--- config.mk ---
export PLATFORM = sky130hd
export DESIGN_NAME = sq_err_window_ctrl
export DESIGN_NICKNAME = d
export VERILOG_FILES = /design/src/rtl/sq_err_window_ctrl.sv
export SDC_FILE = /design/constraint.sdc
export NUM_CORES = 1
export LEC_CHECK = 0
export ABC_AREA = 1
export CAP_MARGIN = 40
export CORE_ASPECT_RATIO = 0.9
export CORE_MARGIN = 2
export CORE_UTILIZATION = 45
export DETAILED_ROUTE_END_ITERATION = 10
export HOLD_SLACK_MARGIN = 0.15
export PLACE_DENSITY = 0.8
export SKIP_LAST_GASP = 1
export SYNTH_ARGS = -nofsm -noshare
export SYNTH_HDL_FRONTEND = slang
export SYNTH_SLANG_ARGS = --single-unit
--- constraint.sdc ---
create_clock -name clk_i -period 1.61 [get_ports clk_i]
set_input_delay 0.322 -clock clk_i [delete_from_list [all_inputs] [get_ports clk_i]]
set_output_delay 0.322 -clock clk_i [all_outputs]
set_load 0.05 [all_outputs]
--- src/rtl/sq_err_window_ctrl.sv ---
// Symbol-window controller for a squared-error accumulator: primes the pipeline, pulses clear_accum at each window boundary and captures the window sum behind a valid/ready handshake.
// Optional build macro SQ_ERR_AVG_EN replaces the raw capture with a running average (alpha = 1/4).
module sq_err_window_ctrl #(
  parameter int WIN_LEN = 1024
) (
  input  logic               clk_i,
  input  logic               reset_i,
  input  logic               clk_en_i,
  input  logic               enable_i,
  input  logic signed [38:0] sq_err_in_i,
  output logic               acc_clk_en_o,
  output logic               clear_accum_o,
  output logic signed [38:0] result_o,
  output logic               result_valid_o,
  input  logic               result_ready_i,
  output logic               overrun_o,
  output logic [15:0]        win_count_o
);

  localparam int CW = $clog2(WIN_LEN);
  localparam logic [CW-1:0] LAST = CW'(WIN_LEN - 1);

  typedef enum logic [1:0] {IDLE, PRIME, RUN, CAPT} state_t;

  state_t             state_q, state_d;
  logic [CW-1:0]      sym_cnt_q, sym_cnt_d;
  logic               prime_q, prime_d;
  logic signed [38:0] result_q;
  logic signed [38:0] cap_val;
  logic               valid_q, overrun_q;
  logic [15:0]        win_cnt_q;
  logic               capt, xfer;

  always_comb begin
    state_d       = state_q;
    sym_cnt_d     = sym_cnt_q;
    prime_d       = prime_q;
    clear_accum_o = 1'b0;
    acc_clk_en_o  = 1'b0;
    case (state_q)
      IDLE: begin
        if (enable_i) begin
          state_d   = PRIME;
          sym_cnt_d = '0;
          prime_d   = 1'b0;
        end
      end
      PRIME: begin
        acc_clk_en_o = clk_en_i;
        if (!enable_i) begin
          state_d = IDLE;
        end else if (clk_en_i) begin
          // Second strobe flushes multiplier pipeline garbage; no capture follows.
          if (prime_q) begin
            clear_accum_o = 1'b1;
            state_d       = RUN;
            sym_cnt_d     = '0;
          end else begin
            prime_d = 1'b1;
          end
        end
      end
      RUN, CAPT: begin
        acc_clk_en_o = clk_en_i;
        if (!enable_i) begin
          state_d = IDLE;
        end else begin
          state_d = RUN;
          if (clk_en_i) begin
            if (sym_cnt_q == LAST) begin
              clear_accum_o = 1'b1;
              sym_cnt_d     = '0;
              state_d       = CAPT;
            end else begin
              sym_cnt_d = sym_cnt_q + CW'(1);
            end
          end
        end
      end
      default: state_d = IDLE;
    endcase
  end

  // The CAPT cycle always captures, even if enable has just dropped.
  assign capt = (state_q == CAPT);
  assign xfer = valid_q && result_ready_i;

`ifdef SQ_ERR_AVG_EN
  logic               avg_init_q;
  logic signed [40:0] avg_diff, avg_step, avg_sum;
  always_comb begin
    avg_diff = {{2{sq_err_in_i[38]}}, sq_err_in_i} - {{2{result_q[38]}}, result_q};
    avg_step = avg_diff >>> 2;
    avg_sum  = {{2{result_q[38]}}, result_q} + avg_step;
    cap_val  = avg_init_q ? avg_sum[38:0] : sq_err_in_i;
  end
  always_ff @(posedge clk_i) begin
    if (!reset_i) avg_init_q <= 1'b0;
    else if (capt) avg_init_q <= 1'b1;
  end
`else
  assign cap_val = sq_err_in_i;
`endif

  always_ff @(posedge clk_i) begin
    if (!reset_i) begin
      state_q   <= IDLE;
      sym_cnt_q <= '0;
      prime_q   <= 1'b0;
      result_q  <= '0;
      valid_q   <= 1'b0;
      overrun_q <= 1'b0;
      win_cnt_q <= '0;
    end else begin
      state_q   <= state_d;
      sym_cnt_q <= sym_cnt_d;
      prime_q   <= prime_d;
      if (capt) begin
        result_q  <= cap_val;
        valid_q   <= 1'b1;
        win_cnt_q <= win_cnt_q + 16'd1;
        if (valid_q && !result_ready_i) overrun_q <= 1'b1;
      end else if (xfer) begin
        valid_q <= 1'b0;
      end
    end
  end

  assign result_o       = result_q;
  assign result_valid_o = valid_q;
  assign overrun_o      = overrun_q;
  assign win_count_o    = win_cnt_q;

endmodule

==> impl_results.md, run 1 <==
- Global route total overflow: 0
- Ports: 103
- Ys Warns: 0
- Mapped Nets: 429
- Dominant cell type by area after synthesis: dfxtp_1
- Share of the synthesized area in the top cell type: between 40% and 50%
- Antenna-violating nets left: 0
- Worst setup SP type: register
- Hold crit path type: in2reg
- Power Dens Cells: about 860 nW/um^2
- Total Routing Usage GR: about a fifth
- CP top delay family: simple AND/OR/NAND/NOR gates
- Count of state elements after synthesis: 70
- Final setup margin: -0.260 ns
- Top cells by area, synth: dfxtp_1 49%, nor2_1 14%, o21ai_0 8.8%
- FFs w/ async S/R, synth: 0%
- Routed len/inst: 11.4 microns
- Crit. Startpoint: sym_cnt_q[0]
- CTS tree: done
- # setup viols final: 1
- Reg2reg setup slack: ~0.16 ns
- R2r startpoint: win_count_o[1]
- Fin. max-slew vios: 0
- CP cell instances: ha_4, nand3_2, nor2_1, nand2_1, nand2_2, nor3b_4, buf_12
- Max_slew headroom: 66.0%
- Fraction of layout cells with a size suffix above 1: approximately 24%
- Bufs on Longest Clock Path: 2
- Largest net degree at the start of global routing: 33
- Via density: 4.67
- Pleak: 1.83 nW
- Die Width: just under 90 microns
- Final Hold Viols: 0
- Total design power: around 3.8 mW
- Post-layout min period: 1.87 ns
- Hpwl dp: slightly below 5000 microns
- Sinks on the clock net: 70
- Post-synth EDFFs: 0
- Ant. Diodes: 0
- Status: finished, violations left
- Syn Area/Cell: 7.54 sq um
- Sw frac: between 20% and 30%
- RSZ-0062 raised after global routing: yes
- Gp weighted congestion: between 0.8 and 0.9
- Max cap viols: 0
- Core area: around 6100 sq um
- First-pass GRT wire length: 11,600 microns
- # nets final: 543
- Largest stage delay, worst path: roughly 0.36 ns
- Cell area after synthesis: 2890 sq um
- Psw: between 0.8 and 0.9 mW
- Root Buffer: clkbuf_8
- Critical path class: reg2out
- Worst-Skew Late Latency: about 0.34 ns
- Setup Skew: 0.00998 ns
- P&R area growth vs syn: 51.6%
- Starting density of the core: between 40% and 50%
- Sequential area share after synthesis: between 40% and 50%
- Logic pwr share: between 10% and 20%
- CP max-delay cell: dfxtp_2
- Period utilization: 116%
- Final wirelength: 6730 microns
- Failing checks: setup timing
- Initial DRC count: roughly 100
- Clk pin slew, worst setup/hold paths: around 0.070 ns
- Internal Power: roughly 2.9 mW
- Library cells used by synthesis: 35
- Required time of the critical path: 1.29 ns
- Via total after detailed routing: 2,751
- Syn Inst Count: around 380
- Flop pwr share: between 40% and 50%
- Port buffer count: 102
- FMAX: between 500 and 600 MHz
- Vias in the first global route: between 2,000 and 3,000
- Antenna violations before repair: 0
- Cell Rows: 27
- Critical path endpoint category: primary output
- Die H: 80.0 microns
- Num CTS Buffers: 9
- Peak supply drop: about 700 uV
- Hold_sp: clk_en_i
- Hold-fix buffers, CTS: 0
- Setup TNS: -0.260 ns
- Crit path max fanout: 2
- CP arrival: around 1.6 ns
- Die area: approximately 7100 sq um
- Clk pwr share: between 40 and 50%
- DRC: 0
- Number of buffer and inverter stages on the critical path: 1
- Post-synth top flop: dfxtp_1
- Slew @ Worst Pin: roughly 0.5 ns
- Pre-antenna DRT Iters: 4
- CTS H-tree depth: 3
==> registers in the layout (all words and copies together) (netlist names) <==
signal / cells
sym_cnt_q: 10
overrun_o: 1
win_count_o: 16
result_valid_o: 1
prime_q: 1
state_q: 2
result_o: 39
==> worst register-to-register path, cell delays in order (launching register included) <==
cell and delay, ns:
dfxtp_2 0.36, ha_1 0.17, nand2_1 0.09, nor2_1 0.19, nand3_4 0.13, nor3_1 0.22
nand2_1 0.09, nand2_1 0.07, nor2_1 0.04
==> path summary, 6_finish.rpt <==
path,end,depth (start not counted)
hold / removal,prime_q,3
setup / recovery,clear_accum_o,7
setup reg to reg,win_count_o[12],8
hold reg to reg,overrun_o,2
==> placed cells by master (no fill, tap or decap), types with 2 or more instances in the layout <==
cell type | netlist | layout
nor2_1 | 108 | 108
dfxtp_1 | 70 | 64
buf_4 | 0 | 62
o21ai_0 | 51 | 51
clkdlybuf4s50_1 | 0 | 42
nand2_1 | 39 | 38
inv_1 | 32 | 32
buf_12 | 0 | 14
a21oi_1 | 13 | 12
clkbuf_8 | 0 | 11
nor3_1 | 8 | 8
nand3_1 | 8 | 7
dfxtp_2 | 0 | 6
nand4_1 | 4 | 4
nand2_2 | 2 | 3
nand2_4 | 3 | 3
xor2_1 | 3 | 3
nand3_2 | 1 | 2
nor2_2 | 2 | 2
nand3_4 | 2 | 2
nor2_4 | 2 | 2
a31oi_1 | 2 | 2
bufinv_16 | 0 | 2
==> stage by stage <==
stage | setup WS [ns] | hold WS [ns] | cell area (sq um) | utilization, % | instances
2_1_floorplan | -0.0890 | 0.452 | 2900 | - | 383
3_3_place_gp | -0.123 | 0.450 | 4100 | 66.7 | 572
3_5_place_dp | -0.197 | 0.462 | 4100 | 66.7 | 572
4_1_cts | -0.253 | 0.479 | 4370 | 71.0 | 589
5_1_grt | -0.380 | 0.367 | 4380 | 71.2 | 589
6_report | -0.260 | 0.323 | 4380 | 71.2 | 589
==> cell type report <==
cell class	instances	area (sq um)
clock buffers	11	151
clock inverters	5	81.3
inverters	35	134
multi-input cells	262	1320
flip-flops and latches	70	1410
well taps	87	109
fillers	505	1770
repair buffers	119	1180
==> routing by layer <==
metal	global-route usage, %	share of wire (%)	vias up
met5	0	0	-
met4	5.15	0.62	0
met3	9.31	7.9	4
met2	35.6	48	71
met1	23.8	44	1223
li1	-	-	1453
==> synthesized netlist by cell type, types with 2 or more instances <==
library cell,number
nor3_1,8
a21oi_1,13
inv_1,32
nor2_2,2
nand3_1,8
xor2_1,3
a31oi_1,2
nand2_1,39
clkbuf_1,11
o21ai_0,51
nor2_1,108
ha_1,2
buf_2,3
nand3_4,2
nor2_4,2
dfxtp_1,70
nand2_2,2
nor3b_1,2
buf_6,2
nand2_4,3
nand4_1,4
==> logic make-up (layout without fill, tap and decap cells) <==
kind of cell             count (synthesis)  after routing  synth area share (%)
adder cells (fa/ha/maj)                  2              2                 0.866
AO/OA/AOI/OAI                           70             70                  12.6
buffers and inverters                   51            170                  7.37
XOR/XNOR                                 3              3                 0.910
flip-flops                              70             70                  48.5
AND/OR/NAND/NOR                        187            187                  29.8
==> power groups by stage <==
stage               combinational (mW)  sequential, mW  clock, mW
finish                           0.387            1.78       1.61
global route                     0.424            1.78       1.71
CTS                              0.387            1.77       1.65
detailed placement               0.380            1.81          0
global placement                 0.375            1.81          0
floorplan                        0.137            1.87          0
==> timing repair <==
action,CTS,global route
buffers inserted,1,0
endpoints found under the setup margin,2,2
hold endpoints to repair,0,0
resized for setup,7,3
No activity file was read; power rests on OpenSTA's default activity.
==> inputs of run 2 (changes only) <==
--- a/config.mk
+++ b/config.mk
@@ -7,12 +7,14 @@
 export LEC_CHECK = 0
 export ABC_AREA = 1
 export CAP_MARGIN = 40
+export CELL_PAD_IN_SITES_DETAIL_PLACEMENT = 1
+export CELL_PAD_IN_SITES_GLOBAL_PLACEMENT = 1
 export CORE_ASPECT_RATIO = 0.9
 export CORE_MARGIN = 2
-export CORE_UTILIZATION = 45
+export CORE_UTILIZATION = 31
 export DETAILED_ROUTE_END_ITERATION = 10
 export HOLD_SLACK_MARGIN = 0.15
-export PLACE_DENSITY = 0.8
+export PLACE_DENSITY_LB_ADDON = 0.1
 export SKIP_LAST_GASP = 1
 export SYNTH_ARGS = -nofsm -noshare
 export SYNTH_HDL_FRONTEND = slang
==> run 2 against run 1 <==
The run still ends with setup timing left. Clock power shrank 20%. Routed wire length grew 16%. Combinational power shrank 2%. Register-to-register slack gained 0.05 ns. Sequential power is essentially flat. Critical endpoint unchanged.
==> impl_results.md, run 2 (same netlist as run 1, synthesis figures left out) <==
- Hold-fix buffers, CTS: 0 (unchanged)
- Port buffer count: 102 (unchanged)
- Failing checks: setup timing (unchanged)
- Starting density of the core: 31.8% (was 47.0%)
- Multi-input logic area: 1320 sq um (about the same)
- FMAX: 539 MHz (was 535 MHz)
- Via density: 4.45 (was 4.67)
- Psw: 0.904 mW (was 0.871 mW)
- CTS H-tree depth: 3 (unchanged)
- Antenna-violating nets left: 0 (unchanged)
- Post-layout min period: 1.86 ns (was 1.87 ns)
- Root Buffer: clkbuf_8 (unchanged)
- Placement Cell Area: 4110 sq um (was 4100 sq um)
- Total design power: 3.43 mW (was 3.78 mW)
- R2R cell count: 7 (was 8)
- Sw frac: 26.3% (was 23.1%)
- Commonest non-fill, non-tap cell in the layout: nor2_1 (unchanged)
- Slew @ Worst Pin: 0.433 ns (was 0.505 ns)
- # nets final: 540 (was 543)
- Critical path class: reg2out (unchanged)
- Fillers: 1,108 (was 505)
- Most frequent cells in the layout: 108 x nor2_1, 64 x dfxtp_1, 60 x buf_4 (was 108 x nor2_1, 64 x dfxtp_1, 62 x buf_4)
- Max FFs per register: 39 (unchanged)
- Largest net degree at the start of global routing: 47 (was 33)
- Initial DRC count: 34 (was 101)
- Fin. max-slew vios: 0 (unchanged)
- RSZ-0062 raised after global routing: yes (unchanged)
- Num CTS Buffers: 9 (unchanged)
- Hold_sp: reset_i (was clk_en_i)
- Final setup margin: -0.245 ns (was -0.260 ns)
- Crit. Startpoint: sym_cnt_q[1] (was sym_cnt_q[0])
- Required time of the critical path: 1.29 ns (about the same)
- Logic pwr share: 11.1% (was 10.2%)
- Largest stage delay, worst path: 0.35 ns (was 0.36 ns)
- CP cell instances: ha_4, nand3_2, nor2_1, nand2_1, nand2_2, nor3b_4, buf_12 (unchanged)
- R2r startpoint: win_count_o[3] (was win_count_o[1])
- Clk pin slew, worst setup/hold paths: 0.07 ns (about the same)
- Flop pwr share: 51.7% (was 47.0%)
- Ant. Diodes: 0 (unchanged)
- Worst setup SP type: register (unchanged)
- Gp weighted congestion: 0.793 (was 0.864)
- Total Routing Usage GR: 16.3% (was 20.9%)
- Via total after detailed routing: 2,759 (was 2,751)
- Sinks on the clock net: 70 (unchanged)
- Crit path max fanout: 2 (unchanged)
- Critical R2R Capture: win_count_o[13] (was win_count_o[12])
- Hpwl dp: 5570 microns (was 4950 microns)
- Worst-Skew Late Latency: 0.35 ns (was 0.34 ns)
- First-pass GRT wire length: 13,000 microns (was 11,600 microns)
- WHS Endpoint: result_o[7] (was prime_q)
- Fraction of layout cells with a size suffix above 1: 23.9% (was 24.1%)
- Die Width: 106 microns (was 88.4 microns)
- Critical path endpoint category: primary output (unchanged)
- Clk pwr share: 37.3% (was 42.7%)
- Die area: 10,100 sq um (was 7070 sq um)
- Peak supply drop: 441 uV (was 703 uV)
- Cell Rows: 33 (was 27)
- Internal Power: 2.53 mW (was 2.90 mW)
- Core area: 9080 sq um (was 6150 sq um)
- Number of buffer and inverter stages on the critical path: 1 (unchanged)
- Setup Skew: 0.00935 ns (was 0.00998 ns)
- Global route total overflow: 0 (unchanged)
- Max cap viols: 0 (unchanged)
- Max_slew headroom: 70.9% (was 66.0%)
- CP arrival: 1.53 ns (was 1.55 ns)
- Register Area: 1410 sq um (about the same)
- DRC: 0 (unchanged)
- Hold crit path type: in2reg (unchanged)
- Period utilization: 115% (was 116%)
- Vias in the first global route: 2,788 (was 2,668)
- Pre-antenna DRT Iters: 3 (was 4)
- CTS tree: done (unchanged)
- Routed len/inst: 12.6 microns (was 11.4 microns)
- Pleak: 1.77 nW (was 1.83 nW)
- Final Hold Viols: 0 (unchanged)
- Reg2reg setup slack: 0.21 ns (was 0.16 ns)
- Final wirelength: 7810 microns (was 6730 microns)
- Ports: 103 (unchanged)
- Antenna violations before repair: 0 (unchanged)
- Bufs on Longest Clock Path: 2 (unchanged)
- Final Util: 47.7% (was 71.2%)
- Status: finished, violations left (unchanged)
- # setup viols final: 1 (unchanged)
- P&R area growth vs syn: 49.9% (was 51.6%)
- Die H: 95.6 microns (was 80.0 microns)
- Power Dens Cells: 793 nW/um^2 (was 862 nW/um^2)
- Fin area: 4330 sq um (was 4380 sq um)
- CP max-delay cell: dfxtp_2 (unchanged)
- CP top delay family: simple AND/OR/NAND/NOR gates (unchanged)
- Hold depth: 3 (unchanged)
-- run 2: changes by cell type in the layout (fill, tap and decap cells not counted), sizes merged --
cell,previous run,this run
clkbuf,11,10
dlymetal6s2s,1,0
clkinvlp,1,3
bufinv,2,0
buf,76,74
-- run 2: routing by layer --
metal | wire length, microns | vias to the layer above | share of wire (%) | GRT usage (%)
li1 | - | 1439 | - | -
met1 | 3270 | 1249 | 42 | 17.8
met2 | 3780 | 63 | 48 | 28.4
met3 | 648 | 8 | 8.3 | 7.11
met4 | 108 | 0 | 1.4 | 5.59
met5 | 0 | - | 0 | 0
-- run 2: cell type report --
type	count	share of cell area [%]
sequential	70	32.6
multi-input combinational	262	30.5
timing repair buffer	116	26.2
tap	122	3.53
clock buffer	10	3.18
inverter	35	3.09
clock inverter	5	0.838
-- run 2: worst max-delay path by stage --
stage / depth (start not counted) / to / slack [ns]
finish: 7 / clear_accum_o / -0.25
global route: 7 / clear_accum_o / -0.33
CTS: 7 / clear_accum_o / -0.28
detailed placement: 8 / sym_cnt_q[8] / -0.18
global placement: 8 / sym_cnt_q[8] / -0.14
floorplan: 6 / clear_accum_o / -0.09
-- run 2: what timing repair did --
| item | CTS | global route |
|---|---|---|
| buffers inserted | 1 | 0 |
| resized for setup | 8 | 3 |
| pin swaps | 1 | 0 |
| setup endpoints to repair | 2 | 3 |
-- run 2: stage by stage --
step	TNS [ns]	worst slack [ns]	std cells	hold slack, ns
after floorplan	-0.0890	-0.0890	383	0.452
after global placement	-0.978	-0.136	604	0.455
after detailed placement	-1.50	-0.182	604	0.473
after CTS	-0.281	-0.281	620	0.255
after global routing	-0.335	-0.335	620	0.281
final	-0.245	-0.245	620	0.272
-- run 2: worst min-delay path: cells and delay by family --
family                 cells  cell delay (ns)
AOI/OAI and AO/OA          1             0.07
buffers and inverters      1             0.14
and+or+nand+nor            1             0.04
-- run 2: power groups by stage --
stage / registers (mW) / clock network [mW] / logic (mW)
after floorplan: 1.87 / 0 / 0.137
after global placement: 1.81 / 0 / 0.372
after detailed placement: 1.81 / 0 / 0.377
after CTS: 1.77 / 1.35 / 0.382
after global routing: 1.78 / 1.40 / 0.417
final: 1.77 / 1.28 / 0.381
